`src/rtl/sandik_sayim.sv`:
```
// Ballot-box vote counter: tallies T/H votes for four boxes into packed 2-bit
// saturating slices under a start/close session protocol with an idle timeout.
module sandik_sayim #(
  parameter int unsigned TIMEOUT = 16
) (
  input  logic       clk,
  input  logic       rst,
  input  logic       start,
  input  logic       close,
  input  logic       vote_valid,
  input  logic [1:0] box_sel,
  input  logic       vote,
  output logic       vote_ready,
  output logic [7:0] T,
  output logic [7:0] H,
  output logic       done,
  output logic       ovf
);

  localparam int unsigned CntW = (TIMEOUT > 2) ? $clog2(TIMEOUT) : 1;
  localparam logic [CntW-1:0] IdleLast = CntW'(TIMEOUT - 1);

  typedef enum logic [1:0] {
    StIdle,
    StCounting,
    StClosed
  } state_e;

  state_e          state_q;
  logic [CntW-1:0] idle_q;
  logic [7:0]      t_q;
  logic [7:0]      h_q;
  logic            ovf_q;

  logic            accept;
  logic [2:0]      slice_lsb;
  logic [1:0]      sel_slice;
  logic            sel_sat;
  logic [7:0]      t_d;
  logic [7:0]      h_d;
  logic            timeout_hit;

  assign vote_ready  = (state_q == StCounting);
  assign done        = (state_q == StClosed);
  assign T           = t_q;
  assign H           = h_q;
  assign ovf         = ovf_q;

  assign accept      = vote_valid && vote_ready;
  assign slice_lsb   = {box_sel, 1'b0};
  assign sel_slice   = vote ? t_q[slice_lsb +: 2] : h_q[slice_lsb +: 2];
  assign sel_sat     = (sel_slice == 2'b11);
  assign timeout_hit = !accept && (idle_q == IdleLast);

  // Only the selected slice moves; a saturated slice stays at 3.
  always_comb begin
    t_d = t_q;
    h_d = h_q;
    if (accept && !sel_sat) begin
      if (vote) begin
        t_d[slice_lsb +: 2] = sel_slice + 2'd1;
      end else begin
        h_d[slice_lsb +: 2] = sel_slice + 2'd1;
      end
    end
  end

  always_ff @(posedge clk or posedge rst) begin
    if (rst) begin
      state_q <= StIdle;
      idle_q  <= '0;
      t_q     <= 8'h00;
      h_q     <= 8'h00;
      ovf_q   <= 1'b0;
    end else begin
      unique case (state_q)
        StIdle, StClosed: begin
          if (start) begin
            state_q <= StCounting;
            idle_q  <= '0;
            t_q     <= 8'h00;
            h_q     <= 8'h00;
            ovf_q   <= 1'b0;
          end
        end
        StCounting: begin
          t_q <= t_d;
          h_q <= h_d;
          if (accept && sel_sat) begin
            ovf_q <= 1'b1;
          end
          if (accept) begin
            idle_q <= '0;
          end else begin
            idle_q <= idle_q + CntW'(1);
          end
          // A vote arriving with close is still counted on this edge.
          if (close || timeout_hit) begin
            state_q <= StClosed;
          end
        end
        default: begin
          state_q <= StIdle;
        end
      endcase
    end
  end

endmodule

```
`config.mk`:
```
export PLATFORM = sky130hd
export DESIGN_NAME = sandik_sayim
export DESIGN_NICKNAME = d
export VERILOG_FILES = /design/src/rtl/sandik_sayim.sv
export SDC_FILE = /design/constraint.sdc
export NUM_CORES = 1
export LEC_CHECK = 0
export ABC_AREA = 1
export CAP_MARGIN = 20
export CELL_PAD_IN_SITES_DETAIL_PLACEMENT = 1
export CELL_PAD_IN_SITES_GLOBAL_PLACEMENT = 1
export CORE_MARGIN = 5
export CORE_UTILIZATION = 38
export DETAILED_ROUTE_END_ITERATION = 8
export PLACE_DENSITY = 0.86
export REMOVE_ABC_BUFFERS = 1
export SYNTH_ARGS = -nofsm -noshare
export SYNTH_HDL_FRONTEND = slang
export SYNTH_SLANG_ARGS = --single-unit
```
`constraint.sdc`:
```
create_clock -name clk -period 2.1 [get_ports clk]
set_clock_uncertainty 0.2 [all_clocks]
set_input_delay 0.42 -clock clk [delete_from_list [all_inputs] [get_ports clk]]
set_output_delay 0.42 -clock clk [all_outputs]
set_load 0.005 [all_outputs]
```
==> run_results.csv, run 1 <==
group,metric,value,unit
run_status,outcome,"finished clean",
synth,avgSynthCellArea,8.23,sq um
floorplanning,dieWidth,70.5,um
layout,layout.nets,232,
grt,grt_max_degree,24,
drt,ant_nets,0,
power,leakage,0.000902,uW
power,switching_power,628,uW
clock_network,ctsLongestPathBuffers,2,
grt,grt_pass1_wl,6890,um
setup_path,criticalPathCategory,"input pin to flip-flop",
sta,worst_hold_slack,0.287,ns
power,vdd_drop_max,0.364,mV
layout,seq_area,576,sq um
sta,fin_setup_tns,0,ns
sta,period_share,0.991,
sta,final-max-slew-violation-count,0,
drt,wl_per_cell,16.4,um
placed_design,io_buffers,26,
drt,viasPerCell,5.14,
synth,synth_edf_count,0,
grt,grt_remaining_overflow,0,
grt,antenna_found_initial,0,
setup_path,worst_ep_required_time,2.05,ns
setup_path,critPathArrivalTime,2.04,ns
synth,yosysWarnings,0,
grt,grt.total_usage,0.174,
drt,drt-total-wl,4340,um
synth,synthDistinctLibCells,26,
power,pwr-share-seq,0.360,
power,internal-power,886,uW
clock_network,cts-root-buf,"clkbuf_8",
sta,tightest_slew,0.349,ns
layout,design_area,1950,sq um
clock_network,htree_levels,1,
floorplanning,pin_count,27,
power,p_sw_frac,0.415,
power,p_per_area,778,nW/um^2
sta,fin_crit,2.08,ns
clock_network,cts_buffers,3,
synth,synth_flop_cell,"dfrtp_1",
setup_path,start_kind,"input pin",
placed_design,post_dp_cell_area,1810,sq um
synth,yosysSeqAreaShare,0.414,
layout,drive_gt1_frac,0.267,
synth,synth-seq-cells,23,
setup_path,cp_max_fo,9,
placed_design,hpwl,3210,um
run,max-cap-violations,0,
setup_path,end_kind,"flip-flop",
sta,finalHoldViolCount,0,
drt,drtIter0Drc,83,
placed_design,place.gp.congestion,0.900,
clock_network,clock_latency,0.27,ns
layout,final_cell_mix,"nand2_1, dfrtp_1, clkdlybuf4s50_1, buf_4, inv_1",
floorplanning,num_rows,22,
layout,diodes,0,
sta,setup-violations-final,0,
floorplanning,initial_core_util,0.386,
synth,synthArstFlopShare,1.00,
clock_network,postCtsHoldBufs,0,
floorplanning,die_area,4970,sq um
layout,area_delta_synth_final,39.8,%
floorplanning,die_y,70.5,um
synth,netlist_instances,169,
synth,synthesis.area,1390,sq um
layout,nFillCells,440,
floorplanning,fp.coreArea,3610,sq um
sta,relSlewSlack,0.765,
sta,fmax,481,MHz
drt,route.detailed.drc,0,
drt,first_pass_iters,4,
worst_hold_path,hold_class,"input pin to async pin",
clock_network,clock_sinks,23,
layout,multi_input_area,754,sq um
layout,layout_commonest_cell,"nand2_1",
power,clkPwrFrac,0.188,
drt,num_vias,1363,
clock_network,cts_tree,"yes",
power,pwr-share-comb,0.451,
clock_network,clkSlewWorstSetupHoldPaths,0.08,ns
grt,grt_pass1_vias,1431,
-- logic make-up after synthesis --
kind of cell / share of synthesized area
and+or+nand+nor: 0.272
AOI/OAI and AO/OA: 0.167
buffers and inverters: 0.0863
DFF: 0.414
adders and majority gates: 0.0540
xor gates and xnor gates: 0.00630
-- synthesized netlist by cell type (3+ instances only) --
cell      number  area, sq um
nand2_1       38          143
a21oi_1        4         20.0
o21ai_2        5         43.8
o21bai_1       4         30.0
nand2_2        5         31.3
nor2_1         9         33.8
o21ai_0        4         20.0
inv_1         19         71.3
nand4_1        3         18.8
ha_1           6         75.1
nand3_1       10         50.1
o21ai_1       13         65.1
o22ai_1        3         18.8
nand2_4        5         56.3
inv_2          5         18.8
dfrtp_1       23          576
-- layout make-up --
| class | instances | share of cell area |
|---|---|---|
| inverter | 26 | 0.0553 |
| clock buffer | 4 | 0.0232 |
| timing repair buffer | 46 | 0.207 |
| tap | 48 | 0.0309 |
| sequential | 23 | 0.296 |
| multi-input combinational | 118 | 0.388 |
-- metrics by stage --
step,util,power [uW],worst slack [ns],instances
6_report,0.540,1510,0.0190,265
4_1_cts,0.521,1480,0.00458,262
5_1_grt,0.540,1610,-0.0681,265
2_1_floorplan,-,953,0.107,167
3_5_place_dp,0.502,1180,-0.747,256
3_3_place_gp,0.502,1150,-0.604,256
-- registers in the layout, indices dropped and copies added, names as in the netlist --
signal,count
H,8
state_q,2
idle_q,4
ovf,1
T,8
-- power groups by stage --
stage / registers (uW) / logic [uW] / clock network, uW
2_1_floorplan: 545 / 409 / 0
3_3_place_gp: 549 / 603 / 0
3_5_place_dp: 553 / 625 / 0
4_1_cts: 545 / 650 / 287
5_1_grt: 551 / 744 / 317
6_report: 545 / 683 / 285
-- final timing paths --
check	endpoint	slack (ns)	cells past startpoint	startpoint
worst max-delay path	T[6]	0.02	14	vote
worst min-delay path	ovf	0.29	3	rst
worst max register to register	T[6]	0.04	12	T[1]
worst min register to register	T[0]	0.33	2	T[0]
max in group asynchronous	T[6]	1.18	3	rst
min in group clk	T[0]	0.33	2	T[0]
-- layer usage --
layer | up-vias | routed length, um | track usage
li1 | 650 | - | -
met1 | 670 | 1820 | 0.220
met2 | 36 | 2270 | 0.299
met3 | 7 | 180 | 0.0273
met4 | 0 | 74 | 0.0596
met5 | - | 0 | 0
-- worst max-delay path, cell delays in order --
cell,delay [ns]
buf_2,0.21
inv_4,0.09
o21ai_0,0.21
o22ai_1,0.12
nand2_1,0.08
nand2_2,0.06
ha_4,0.17
o21ai_4,0.19
nand2_4,0.08
inv_6,0.10
nand2_4,0.06
nand2_2,0.06
inv_1,0.03
o21bai_1,0.15
-- timing repair --
| action | CTS | global route |
|---|---|---|
| setup buffers | 2 | 3 |
| pin swaps | 5 | 7 |
| gates resized for setup | 8 | 13 |
| endpoints found under the hold margin | 0 | 0 |
| setup endpoints to repair | 18 | 15 |
No activity file was read; power rests on OpenSTA's default activity.
==> run 2, diff against run 1 <==
- CTS_CLUSTER_SIZE: not set -> 20
- SLEW_MARGIN: not set -> 20
==> results of run 2 <==
Final layout, timing and power as in run 1 (identical DEF).
==> run 3, diff against run 2 <==
- CORE_UTILIZATION: 38 -> 40
- PLACE_DENSITY: 0.86 -> 0.9
- clock period: 2.1 -> 2.65 ns (I/O delays scaled with it)
==> run 3 against run 2 <==
Against the previous run:
- wire length down 5.4%
- via count is 4.7% lower
- register-to-register slack improved by 0.52 ns
- combinational power fell by 28%
==> run_results.csv, run 3 (synthesis gave the netlist of run 1 again) <==
group,metric,value,unit
run_status,outcome,"finished clean",
sta,fin_crit,2.46,ns
clock_network,htree_levels,1,
power,vdd_drop_max,0.242,mV
layout,area_delta_synth_final,29.8,%
floorplanning,initial_core_util,0.414,
drt,wl_per_cell,16.2,um
grt,grt.total_usage,0.196,
placed_design,io_buffers,26,
sta,relSlewSlack,0.664,
placed_design,post_dp_cell_area,1780,sq um
floorplanning,die_area,4760,sq um
power,p_sw_frac,0.424,
power,internal-power,630,uW
drt,first_pass_iters,4,
sta,fmax,407,MHz
power,p_per_area,606,nW/um^2
placed_design,dp.cells,250,
layout,nFillCells,439,
setup_path,criticalPathCategory,"input pin to flip-flop",
grt,grt_pass1_wl,6890,um
sta,tightest_slew,0.502,ns
setup_path,worst_path_max_delay_cell,"clkdlybuf4s50_1",
power,leakage,0.000846,uW
setup_path,start_kind,"input pin",
grt,grt_max_degree,24,
clock_network,cts_buffers,3,
floorplanning,num_rows,21,
placed_design,place.gp.congestion,0.861,
floorplanning,die_y,69.0,um
setup_path,cp_cell_sequence,"clkdlybuf4s50_1 > buf_4 > o21ai_1 > o22ai_1 > nand2_1 > nand2_1 > ha_1 > o21ai_2 > nand3_2 > inv_4 > o21ai_2 > nand2_1 > o21ai_1",
layout,diodes,0,
clock_network,clkSlewWorstSetupHoldPaths,0.14,ns
layout,multi_input_area,696,sq um
setup_path,cp_max_fo,6,
layout,drive_gt1_frac,0.188,
setup_path,end_kind,"flip-flop",
setup_path,crit_buf_inv,3,
floorplanning,pin_count,27,
power,pwr-share-seq,0.396,
setup_path,rrSetupSlack,0.56,ns
clock_network,cts-root-buf,"clkbuf_4",
layout,layout_commonest_cell,"nand2_1",
setup_path,worst_ep_required_time,2.66,ns
layout,final_cell_mix,"nand2_1, clkdlybuf4s50_1, dfrtp_1, inv_1, o21ai_1",
grt,grt_pass1_vias,1486,
clock_network,cts_tree,"yes",
sta,finalHoldViolCount,0,
setup_path,critical-path-top-delay-family,"buffers and inverters",
sta,final-max-slew-violation-count,0,
floorplanning,dieWidth,69.0,um
clock_network,clock_sinks,23,
placed_design,hpwl,3310,um
layout,design_area,1810,sq um
power,switching_power,464,uW
clock_network,ctsLongestPathBuffers,2,
setup_path,cp_slowest_stage_delay,0.49,ns
run,max-cap-violations,0,
drt,ant_nets,0,
layout,layout.nets,223,
drt,route.detailed.drc,0,
sta,period_share,0.928,
drt,drt-total-wl,4110,um
drt,num_vias,1299,
layout,seq_area,576,sq um
grt,antenna_found_initial,0,
sta,setup-violations-final,0,
setup_path,critPathArrivalTime,2.47,ns
drt,drtIter0Drc,45,
worst_hold_path,hold_class,"flip-flop to flip-flop",
layout,fin_cells,254,
power,pwr-share-comb,0.449,
sta,rsz0062_at_grt,"no",
drt,viasPerCell,5.11,
grt,grt_remaining_overflow,0,
clock_network,clock_latency,0.32,ns
setup_path,crit_top_cell,"nand2_1",
power,clkPwrFrac,0.155,
floorplanning,fp.coreArea,3360,sq um
[run 3: per-stage QoR]
step           setup slack (ns)  power, uW  hold slack, ns  utilization  setup TNS, ns
2_1_floorplan             0.547        756           0.272            -              0
3_3_place_gp            -0.0986        902           0.281        0.528         -0.953
3_5_place_dp             -0.315        934           0.283        0.528          -4.27
4_1_cts                  0.0190       1100           0.314        0.536              0
5_1_grt                  0.0906       1170           0.344        0.537              0
6_report                  0.192       1090           0.315        0.537              0
[run 3: final cells by class]
type                            count  area share
Multi-Input combinational cell    118       0.385
Inverter                           26      0.0582
Sequential cell                    23       0.319
Clock buffer                        4      0.0146
Timing Repair Buffer               37       0.191
Tap cell                           46      0.0319
[run 3: worst register-to-register path, stage by stage, from the launching register on]
cell	delay (ns)
dfrtp_1	0.43
o21ai_1	0.21
o22ai_1	0.12
nand2_1	0.07
nand2_1	0.06
ha_1	0.20
o21ai_2	0.20
nand3_2	0.12
inv_4	0.12
o21ai_2	0.09
nand2_1	0.09
o21ai_1	0.07
[run 3: repair_timing]
item / 4_1_cts / 5_1_grt
buffers inserted: 0 / 0
endpoints found under the hold margin: 0 / 0
gates resized for setup: 0 / 2
hold buffers: 0 / 0
setup endpoints to repair: 0 / 11
[run 3: routing by layer]
metal	part of all wire	wire, um	track usage
met1	0.45	1840	0.241
met2	0.50	2070	0.343
met3	0.025	102	0.0340
met4	0.023	94	0.0657
met5	0	0	0
[run 3: worst paths after layout]
check,from,endpoint,depth (start not counted)
hold / removal,ovf,ovf,1
setup reg to reg,H[7],H[5],11
setup / recovery,box_sel[0],H[5],13
max in group asynchronous,rst,H[1],3
hold reg to reg,ovf,ovf,1
min in group asynchronous,rst,ovf,3
[run 3: power groups by stage]
stage / clock network, uW / logic [uW] / registers, uW
final: 170 / 491 / 433
after global routing: 182 / 549 / 440
after CTS: 171 / 498 / 434
after detailed placement: 0 / 494 / 441
after global placement: 0 / 468 / 435
after floorplan: 0 / 324 / 432
